[src/rtl/sparse_phase_monitor_if.sv]
// Tapped ready/valid stream bundle observed by sparse_phase_monitor.
interface sparse_phase_monitor_if #(
  parameter int unsigned DATA_WIDTH = 17,
  parameter int unsigned NUM_IN     = 2,
  parameter int unsigned NUM_OUT    = 2
);
  logic [NUM_IN*DATA_WIDTH-1:0]  in_data;
  logic [NUM_IN-1:0]             in_valid;
  logic [NUM_IN-1:0]             in_ready;
  logic [NUM_OUT*DATA_WIDTH-1:0] out_data;
  logic [NUM_OUT-1:0]            out_valid;
  logic [NUM_OUT-1:0]            out_ready;

  modport master (output in_data, in_valid, in_ready, out_data, out_valid, out_ready);
  modport slave  (input  in_data, in_valid, in_ready, out_data, out_valid, out_ready);
endinterface

[src/rtl/sparse_phase_monitor.sv]
// Passive write/gap/read phase cycle monitor for sparse tile streams.
// Optional per-channel handshake counters enabled by SPARSE_PHASE_MON_XFER_CNT_EN.
module sparse_phase_monitor #(
  parameter int unsigned           DATA_WIDTH = 17,
  parameter int unsigned           NUM_IN     = 2,
  parameter int unsigned           NUM_OUT    = 2,
  parameter int unsigned           CNT_WIDTH  = 32,
  parameter int unsigned           GAP_WIDTH  = 8,
  parameter logic [DATA_WIDTH-1:0] DONE_TOKEN = 17'h10100
) (
  input  logic                 clk,
  input  logic                 rst_n,
  input  logic                 clk_en,
  input  logic                 flush,
  sparse_phase_monitor_if.slave tap,
  input  logic [GAP_WIDTH-1:0] gap_cfg,
  output logic [2:0]           phase,
  output logic [CNT_WIDTH-1:0] write_cycles,
  output logic [CNT_WIDTH-1:0] read_cycles,
  output logic                 done,
  output logic                 saturated
`ifdef SPARSE_PHASE_MON_XFER_CNT_EN
  ,
  output logic [(NUM_IN+NUM_OUT)*CNT_WIDTH-1:0] xfer_cnt
`endif
);

  typedef enum logic [2:0] {
    S_IDLE  = 3'd0,
    S_WRITE = 3'd1,
    S_GAP   = 3'd2,
    S_READ  = 3'd3,
    S_DONE  = 3'd4
  } state_t;

  localparam logic [CNT_WIDTH-1:0] CNT_ONE = CNT_WIDTH'(1);
  localparam logic [GAP_WIDTH-1:0] GAP_ONE = GAP_WIDTH'(1);

  function automatic logic [CNT_WIDTH-1:0] sat_inc(input logic [CNT_WIDTH-1:0] v);
    return (v == '1) ? v : v + CNT_ONE;
  endfunction

  state_t               state_q, state_d;
  logic [GAP_WIDTH-1:0] gap_q, gap_d;
  logic [NUM_IN-1:0]    in_done_q, in_done_d;
  logic [NUM_OUT-1:0]   out_done_q, out_done_d;
  logic [CNT_WIDTH-1:0] wcnt_q, wcnt_d;
  logic [CNT_WIDTH-1:0] rcnt_q, rcnt_d;
  logic                 done_q, done_d;
  logic                 sat_q, sat_d;
  logic                 xfer_hit;

  logic [NUM_IN-1:0]    in_fire, in_done_fire;
  logic [NUM_OUT-1:0]   out_fire, out_done_fire;

  always_comb begin
    in_fire       = '0;
    in_done_fire  = '0;
    out_fire      = '0;
    out_done_fire = '0;
    for (int unsigned i = 0; i < NUM_IN; i++) begin
      in_fire[i]      = tap.in_valid[i] & tap.in_ready[i];
      in_done_fire[i] = in_fire[i] && (tap.in_data[i*DATA_WIDTH +: DATA_WIDTH] == DONE_TOKEN);
    end
    for (int unsigned j = 0; j < NUM_OUT; j++) begin
      out_fire[j]      = tap.out_valid[j] & tap.out_ready[j];
      out_done_fire[j] = out_fire[j] && (tap.out_data[j*DATA_WIDTH +: DATA_WIDTH] == DONE_TOKEN);
    end
  end

  always_comb begin
    state_d    = state_q;
    gap_d      = gap_q;
    in_done_d  = in_done_q;
    out_done_d = out_done_q;
    wcnt_d     = wcnt_q;
    rcnt_d     = rcnt_q;
    sat_d      = sat_q;
    unique case (state_q)
      S_IDLE: begin
        // The cycle that first sees valid is already part of the write phase.
        if (|tap.in_valid) begin
          state_d   = S_WRITE;
          wcnt_d    = CNT_ONE;
          in_done_d = '0;
        end
      end
      S_WRITE: begin
        wcnt_d    = sat_inc(wcnt_q);
        in_done_d = in_done_q | in_done_fire;
        if (&in_done_d) begin
          gap_d = gap_cfg;
          if (gap_cfg == '0) begin
            state_d    = S_READ;
            out_done_d = '0;
          end else begin
            state_d = S_GAP;
          end
        end
      end
      S_GAP: begin
        if (gap_q == GAP_ONE) begin
          state_d    = S_READ;
          out_done_d = '0;
        end else begin
          gap_d = gap_q - GAP_ONE;
        end
      end
      S_READ: begin
        rcnt_d     = sat_inc(rcnt_q);
        out_done_d = out_done_q | out_done_fire;
        if (&out_done_d) state_d = S_DONE;
      end
      S_DONE: begin
        state_d = S_DONE;
      end
      default: state_d = S_IDLE;
    endcase

    if ((wcnt_d == '1) || (rcnt_d == '1) || xfer_hit) sat_d = 1'b1;

    if (flush) begin
      state_d    = S_IDLE;
      gap_d      = '0;
      in_done_d  = '0;
      out_done_d = '0;
      wcnt_d     = '0;
      rcnt_d     = '0;
      sat_d      = 1'b0;
    end
    done_d = (state_d == S_DONE);
  end

  always_ff @(posedge clk or negedge rst_n) begin
    if (!rst_n) begin
      state_q    <= S_IDLE;
      gap_q      <= '0;
      in_done_q  <= '0;
      out_done_q <= '0;
      wcnt_q     <= '0;
      rcnt_q     <= '0;
      done_q     <= 1'b0;
      sat_q      <= 1'b0;
    end else if (clk_en) begin
      state_q    <= state_d;
      gap_q      <= gap_d;
      in_done_q  <= in_done_d;
      out_done_q <= out_done_d;
      wcnt_q     <= wcnt_d;
      rcnt_q     <= rcnt_d;
      done_q     <= done_d;
      sat_q      <= sat_d;
    end
  end

  assign phase        = state_q;
  assign write_cycles = wcnt_q;
  assign read_cycles  = rcnt_q;
  assign done         = done_q;
  assign saturated    = sat_q;

`ifdef SPARSE_PHASE_MON_XFER_CNT_EN
  // Inputs occupy slots 0..NUM_IN-1, outputs follow.
  logic [NUM_IN+NUM_OUT-1:0][CNT_WIDTH-1:0] xfer_q, xfer_d;

  always_comb begin
    xfer_d   = xfer_q;
    xfer_hit = 1'b0;
    for (int unsigned i = 0; i < NUM_IN; i++) begin
      if ((state_q == S_WRITE) && in_fire[i]) xfer_d[i] = sat_inc(xfer_q[i]);
    end
    for (int unsigned j = 0; j < NUM_OUT; j++) begin
      if ((state_q == S_READ) && out_fire[j]) xfer_d[NUM_IN+j] = sat_inc(xfer_q[NUM_IN+j]);
    end
    for (int unsigned k = 0; k < NUM_IN + NUM_OUT; k++) begin
      if (xfer_d[k] == '1) xfer_hit = 1'b1;
    end
    if (flush) begin
      xfer_d   = '0;
      xfer_hit = 1'b0;
    end
  end

  always_ff @(posedge clk or negedge rst_n) begin
    if (!rst_n) begin
      xfer_q <= '0;
    end else if (clk_en) begin
      xfer_q <= xfer_d;
    end
  end

  assign xfer_cnt = xfer_q;
`else
  assign xfer_hit = 1'b0;
`endif

endmodule

[src/flat_wrapper.sv]
// flat-port wrapper written by rule: the top's interface ports become plain ports
module sparse_phase_monitor_flat 
#(
  parameter int unsigned           DATA_WIDTH = 17,
  parameter int unsigned           NUM_IN     = 2,
  parameter int unsigned           NUM_OUT    = 2,
  parameter int unsigned           CNT_WIDTH  = 32,
  parameter int unsigned           GAP_WIDTH  = 8,
  parameter logic [DATA_WIDTH-1:0] DONE_TOKEN = 17'h10100
)
  (clk, rst_n, clk_en, flush, gap_cfg, phase, write_cycles, read_cycles, done, saturated, tap_in_data, tap_in_valid, tap_in_ready, tap_out_data, tap_out_valid, tap_out_ready);
  sparse_phase_monitor_if #(.DATA_WIDTH(DATA_WIDTH), .NUM_IN(NUM_IN), .NUM_OUT(NUM_OUT)) tap_i ();
  input  logic clk;
  input  logic rst_n;
  input  logic clk_en;
  input  logic flush;
  input  logic [GAP_WIDTH-1:0] gap_cfg;
  output logic [2:0] phase;
  output logic [CNT_WIDTH-1:0] write_cycles;
  output logic [CNT_WIDTH-1:0] read_cycles;
  output logic done;
  output logic saturated;
  input wire logic [$bits(tap_i.in_data)-1:0] tap_in_data;
  input wire logic [$bits(tap_i.in_valid)-1:0] tap_in_valid;
  input wire logic [$bits(tap_i.in_ready)-1:0] tap_in_ready;
  input wire logic [$bits(tap_i.out_data)-1:0] tap_out_data;
  input wire logic [$bits(tap_i.out_valid)-1:0] tap_out_valid;
  input wire logic [$bits(tap_i.out_ready)-1:0] tap_out_ready;
  assign tap_i.in_data = tap_in_data;
  assign tap_i.in_valid = tap_in_valid;
  assign tap_i.in_ready = tap_in_ready;
  assign tap_i.out_data = tap_out_data;
  assign tap_i.out_valid = tap_out_valid;
  assign tap_i.out_ready = tap_out_ready;
  sparse_phase_monitor #(.DATA_WIDTH(DATA_WIDTH), .NUM_IN(NUM_IN), .NUM_OUT(NUM_OUT), .CNT_WIDTH(CNT_WIDTH), .GAP_WIDTH(GAP_WIDTH), .DONE_TOKEN(DONE_TOKEN)) u_core (.clk(clk), .rst_n(rst_n), .clk_en(clk_en), .flush(flush), .tap(tap_i), .gap_cfg(gap_cfg), .phase(phase), .write_cycles(write_cycles), .read_cycles(read_cycles), .done(done), .saturated(saturated));
endmodule
[config.mk]
export PLATFORM = sky130hd
export DESIGN_NAME = sparse_phase_monitor_flat
export DESIGN_NICKNAME = d
export VERILOG_FILES = /design/src/rtl/sparse_phase_monitor_if.sv /design/src/rtl/sparse_phase_monitor.sv /design/src/flat_wrapper.sv
export SDC_FILE = /design/constraint.sdc
export NUM_CORES = 1
export LEC_CHECK = 0
export CAP_MARGIN = 20
export CORE_MARGIN = 3
export CORE_UTILIZATION = 54
export DETAILED_ROUTE_END_ITERATION = 6
export PLACE_DENSITY = 0.87
export SYNTH_ARGS = -nofsm -noshare
export SYNTH_HDL_FRONTEND = slang
export SYNTH_SLANG_ARGS = --single-unit
[constraint.sdc]
create_clock -name clk -period 4.4 [get_ports clk]
set_clock_uncertainty 0.2 [all_clocks]
set_input_delay 0.88 -clock clk [delete_from_list [all_inputs] [get_ports clk]]
set_output_delay 0.88 -clock clk [all_outputs]
set_load 0.01 [all_outputs]
==> flow_summary.yaml, run 1 <==
hold_path:
  min_path_type: "primary input to asynchronous set/reset pin"
grt:
  globalRoute.totalOverflow: 0
  antenna_found_initial: 0
  busiest_layer: "met2"
  use_met3: 0.0620
  grt_pass1_vias: 7317
  grtUsageMet1: 0.451
  grt_start_max_net_pins: 82
  grt_pass1_wl_um: 36800
  grtUsageTotal: 0.354
  use_met2: 0.581
setup_path:
  r2r-end: "u_core.saturated$_DFFE_PN0P_"
  startpoint_type: "flip-flop"
  cp_max_fo: 12
  crit_arrival_ps: 3820
  ff2ff_path_depth: 9
  cp-end-kind: "flip-flop"
  r2r-start: "u_core.write_cycles[0]$_DFFE_PN0P_"
  critPathRequiredTime_ps: 4470
  critical_path_class: "flip-flop to flip-flop"
  r2r_slack_ps: 650
  worstSetupStartpoint: "u_core.write_cycles[0]$_DFFE_PN0P_"
pwr:
  p_comb_frac: 0.161
  p_sw_frac: 0.284
  powerDensity_nw_per_um2: 234
  ir_drop_mv: 0.178
  pwr-share-clk: 0.426
  p_int_uw: 1350
  netSwitchingPower_uw: 538
  seq_power_share: 0.412
  power_leakage_uw: 0.00286
die:
  std_cell_rows: 38
  io_pins: 157
  die_y_um: 113
  die_w_um: 113
  die_area_um2: 12800
  core_area_um2: 11000
  initial_utilization: 0.561
place:
  io_buffers: 156
  post-dp-hpwl_um: 16000
  dp_cells: 1034
  gp_congestion: 0.967
synth:
  synth_edf_count: 0
  synth_cell_types: 78
  syn_nets: 872
  ys_async_sr_fraction: 1.00
  syn_area_per_cell_um2: 7.93
  syn-cell-area_um2: 6190
  seq_area_frac_synth: 0.328
  ys_warn_count: 0
  ys_ff_latch: 81
  ys.flop_type: "dfrtp_1"
  syn_inst: 780
clock_tree:
  cts_resized: 0
  cts_made_buffers: 9
  postCtsSetupBuffers: 0
  root_buffer: "clkbuf_16"
  clk_latency_ps: 350
  clock_sinks: 81
  cts_tree: "built"
  htreeDepth: 3
  postCtsHoldBufs: 0
  clk_pin_slew_ps: 70
  clockBufferDepth: 2
timing:
  grt_setup_unrepaired: "no"
  worst_pin_slew_ps: 1080
  period_minus_slack_ps: 3750
  setup_viol: 0
  hold_violations: 0
  max_slew_margin: 0.272
  slew_violations: 0
  fmax_mhz: 267
  min_period_over_period: 0.852
  finalSetupTns_ps: 0
status:
  status: "complete, no violations"
cells_and_area:
  mostFrequentLayoutCells: "clkdlybuf4s50_1, nand2_1, dfrtp_1"
  insertedDiodeCount: 0
  final_cells: 1052
  final_layout_size_suffix_gt1_frac: 0.0636
  area_growth_pct: 30.9
  final_common_cell: "clkdlybuf4s50_1"
  layout.nets: 999
detailed_routing:
  wl_um: 22900
  vias_per_cell: 7.07
  drtAntennaViolNets: 0
  drtIter0Drc: 1005
  drc: 0
  first_pass_iters: 6
  vias: 7441
  wire_per_inst_um: 21.8
job:
  maxCapViolCount: 0
-- synth_stat cells (all sizes together), types with 19 or more instances --
cell | n | share of area
a21oi | 36 | 0.029
a31oi | 19 | 0.019
clkbuf | 40 | 0.026
dfrtp | 81 | 0.33
inv | 21 | 0.013
nand2 | 85 | 0.052
nand3 | 41 | 0.033
nand4 | 37 | 0.042
nor2 | 56 | 0.034
nor3 | 33 | 0.029
nor4 | 34 | 0.043
o21ai | 79 | 0.064
o31ai | 20 | 0.025
-- worst max-delay path, cell delays in order, from the launching register on --
cell,delay (ps)
dfrtp_1,550
ha_1,310
nand3_1,220
or3_1,620
nor3_2,690
o211a_1,300
o32ai_1,100
nor4_1,380
nand4b_1,180
o211ai_1,120
-- how the worst max path moves through the flow --
| stage | endpoint | slack, ps | cells past startpoint |
|---|---|---|---|
| after global routing | u_core.saturated$_DFFE_PN0P_ | 370 | 9 |
| after global placement | u_core.saturated$_DFFE_PN0P_ | 770 | 9 |
| after CTS | u_core.saturated$_DFFE_PN0P_ | 750 | 9 |
| after floorplan | u_core.saturated$_DFFE_PN0P_ | 1550 | 11 |
| after detailed placement | u_core.saturated$_DFFE_PN0P_ | 720 | 9 |
| final | u_core.saturated$_DFFE_PN0P_ | 650 | 9 |
-- sequential cells by signal (all words and copies together), names as in the netlist --
signal and cells:
u_core.phase 3, u_core.out_done_q 2, u_core.done 1, u_core.gap_q 8, u_core.read_cycles 32, u_core.saturated 1
u_core.in_done_q 2, u_core.write_cycles 32
-- cells by family after synthesis --
logic type / after synthesis / synth area share
AND/OR/NAND/NOR: 357 / 0.319
AO/OA/AOI/OAI: 254 / 0.276
flip-flops: 81 / 0.328
buffers and inverters: 73 / 0.0526
XOR/XNOR: 8 / 0.0113
adder cells (fa/ha/maj): 4 / 0.00809
multiplexers: 3 / 0.00526
-- per-layer routing --
metal	vias up	routed length, um
met5	-	0
met4	0	831
met3	83	2220
met2	552	10900
met1	3525	8920
li1	3281	-
-- power by group through the flow --
stage / registers (uW) / clock network [uW] / logic (uW)
after floorplan: 784 / 0 / 139
after global placement: 790 / 0 / 282
after detailed placement: 793 / 0 / 291
after CTS: 779 / 811 / 294
after global routing: 782 / 838 / 329
final: 781 / 806 / 306
-- through the flow --
stage	instance area (um^2)	util	total power, uW	hold slack, ps	setup slack, ps
floorplan	6190	-	923	266	1550
global placement	7750	0.703	1070	282	766
detailed placement	7750	0.703	1080	288	719
CTS	8060	0.731	1880	302	749
global route	8100	0.734	1950	313	368
finish	8100	0.734	1890	294	649
-- layout make-up --
type | count | area (um^2)
clock buffer | 10 | 239
clock inverter | 6 | 72.6
fill | 836 | 2930
inverter | 21 | 78.8
multi-input combinational | 626 | 3830
sequential | 81 | 2030
tap | 140 | 175
timing repair buffer | 168 | 1670
(Power assumes the default switching activity.)
==> inputs of run 2 (changes only) <==
--- a/config.mk
+++ b/config.mk
@@ -7,9 +7,10 @@
 export LEC_CHECK = 0
 export CAP_MARGIN = 20
 export CORE_MARGIN = 3
-export CORE_UTILIZATION = 54
+export CORE_UTILIZATION = 55
+export CTS_BUF_LIST = sky130_fd_sc_hd__clkbuf_4 sky130_fd_sc_hd__clkbuf_8
 export DETAILED_ROUTE_END_ITERATION = 6
-export PLACE_DENSITY = 0.87
+export PLACE_DENSITY = 0.88
 export SYNTH_ARGS = -nofsm -noshare
 export SYNTH_HDL_FRONTEND = slang
 export SYNTH_SLANG_ARGS = --single-unit
==> run 2 against run 1 <==
  * Global-route usage up 0.057 points
  * Critical path depth stayed put
  * Power shrank 16%
==> flow_summary.yaml, run 2 (synthesized netlist as in run 1, its figures left out) <==
grt:
  grt_pass1_vias: 7280
  globalRoute.totalOverflow: 0
  grt_pass1_wl_um: 36600
  grt_start_max_net_pins: 82
  grtUsageTotal: 0.355
  antenna_found_initial: 0
setup_path:
  slowest_stage: "nor3_2"
  r2r_slack_ps: 580
  crit_path_cell_trace: "ha_1, nand3_1, or3_1, nor3_2, o311ai_0, a21boi_1, nor4_2, nand4b_1, o211ai_1"
  crit_arrival_ps: 3920
  cp_max_fo: 12
  startpoint_type: "flip-flop"
  critPathRequiredTime_ps: 4500
  cp-end-kind: "flip-flop"
  cpPeakStageDelay_ps: 730
  critical_path_class: "flip-flop to flip-flop"
pwr:
  power_leakage_uw: 0.00280
  seq_power_share: 0.487
  p_int_uw: 1110
  ir_drop_mv: 0.142
  pwr-share-clk: 0.323
  p_sw_frac: 0.306
  powerDensity_nw_per_um2: 200
  netSwitchingPower_uw: 489
  p_comb_frac: 0.189
detailed_routing:
  first_pass_iters: 7
  drtIter0Drc: 854
  drc: 0
  drtAntennaViolNets: 0
  vias_per_cell: 6.99
  wire_per_inst_um: 21.2
  wl_um: 22300
  vias: 7359
timing:
  whs_ps: 201
  period_minus_slack_ps: 3820
  min_period_over_period: 0.868
  hold_violations: 0
  finalSetupTns_ps: 0
  setup_ws_ps: 580
  grt_setup_unrepaired: "no"
  fmax_mhz: 262
  max_slew_margin: 0.372
  setup_viol: 0
  worst_pin_slew_ps: 938
  slew_violations: 0
cells_and_area:
  final_common_cell: "clkdlybuf4s50_1"
  insertedDiodeCount: 0
  layout.nets: 1001
  fillers: 873
  final_cells: 1053
  area_growth_pct: 28.8
  final_layout_size_suffix_gt1_frac: 0.0646
  mostFrequentLayoutCells: "clkdlybuf4s50_1, nand2_1, dfrtp_1"
die:
  core_area_um2: 10900
  die_w_um: 112
  std_cell_rows: 38
  die_y_um: 112
  io_pins: 157
  die_area_um2: 12600
  initial_utilization: 0.566
clock_tree:
  cts_made_buffers: 9
  postCtsHoldBufs: 0
  cts_tree: "built"
  clk_latency_ps: 380
  clockBufferDepth: 2
  clock_sinks: 81
  cts_resized: 0
  clk_pin_slew_ps: 100
  root_buffer: "clkbuf_8"
  htreeDepth: 3
  postCtsSetupBuffers: 0
place:
  gp_congestion: 0.951
  post-place-ws_ps: 675
  dp_cells: 1036
  io_buffers: 156
  post-dp-hpwl_um: 16100
job:
  maxCapViolCount: 0
hold_path:
  min_path_type: "primary input to asynchronous set/reset pin"
status:
  status: "complete, no violations"
## run 2: cell types whose count changed in the layout (fill, tap and decap cells not counted)
cell,previous run,this run
clkinv_2,1,3
inv_6,2,1
clkbuf_8,1,10
buf_4,11,13
buf_2,0,1
inv_8,1,0
buf_6,1,0
clkinv_4,1,0
clkinvlp_4,0,1
bufinv_16,1,0
clkbuf_16,9,0
## run 2: worst paths after layout
check | from | endpoint | cells past startpoint
max | u_core.write_cycles[0]$_DFFE_PN0P_ | u_core.saturated$_DFFE_PN0P_ | 9
min | rst_n | u_core.write_cycles[6]$_DFFE_PN0P_ | 1
max reg2reg | u_core.write_cycles[0]$_DFFE_PN0P_ | u_core.saturated$_DFFE_PN0P_ | 9
min reg2reg | u_core.in_done_q[0]$_DFFE_PN0P_ | u_core.in_done_q[0]$_DFFE_PN0P_ | 1
max in group asynchronous | rst_n | u_core.read_cycles[21]$_DFFE_PN0P_ | 2
min in group clk | u_core.in_done_q[0]$_DFFE_PN0P_ | u_core.in_done_q[0]$_DFFE_PN0P_ | 1
## run 2: routing by layer
metal / up-vias / share of wire / track usage
met5: - / 0 / 0
met2: 478 / 0.49 / 0.586
met4: 0 / 0.030 / 0.135
met3: 78 / 0.085 / 0.0480
li1: 3282 / - / -
met1: 3521 / 0.40 / 0.477
## run 2: metrics by stage
stage | util | instance area (um^2) | total power [uW]
4_1_cts | 0.726 | 7930 | 1580
5_1_grt | 0.728 | 7970 | 1650
6_report | 0.728 | 7970 | 1600
3_5_place_dp | 0.710 | 7760 | 1080
2_1_floorplan | - | 6190 | 923
3_3_place_gp | 0.710 | 7760 | 1080
## run 2: power by group through the flow
stage	clock [uW]	combinational [uW]	sequential [uW]
after global placement	0	285	790
after floorplan	0	139	784
after detailed placement	0	293	791
after CTS	512	294	777
final	516	302	777
after global routing	547	327	781
## run 2: area by class of cell
class	count	area (um^2)	area share
clock buffers	10	138	0.0173
clock inverters	5	31.3	0.00393
well taps	140	175	0.0220
inverters	21	78.8	0.00989
repair buffers	170	1680	0.211
multi-input cells	626	3830	0.481
flip-flops and latches	81	2030	0.254
## run 2: critical path: cells and delay by family (launching register included)
family                   cells  cell delay, ps
AO/OA/AOI/OAI                3             590
AND/OR/NAND/NOR              5            2120
flip-flops                   1             530
adder cells (fa/ha/maj)      1             320
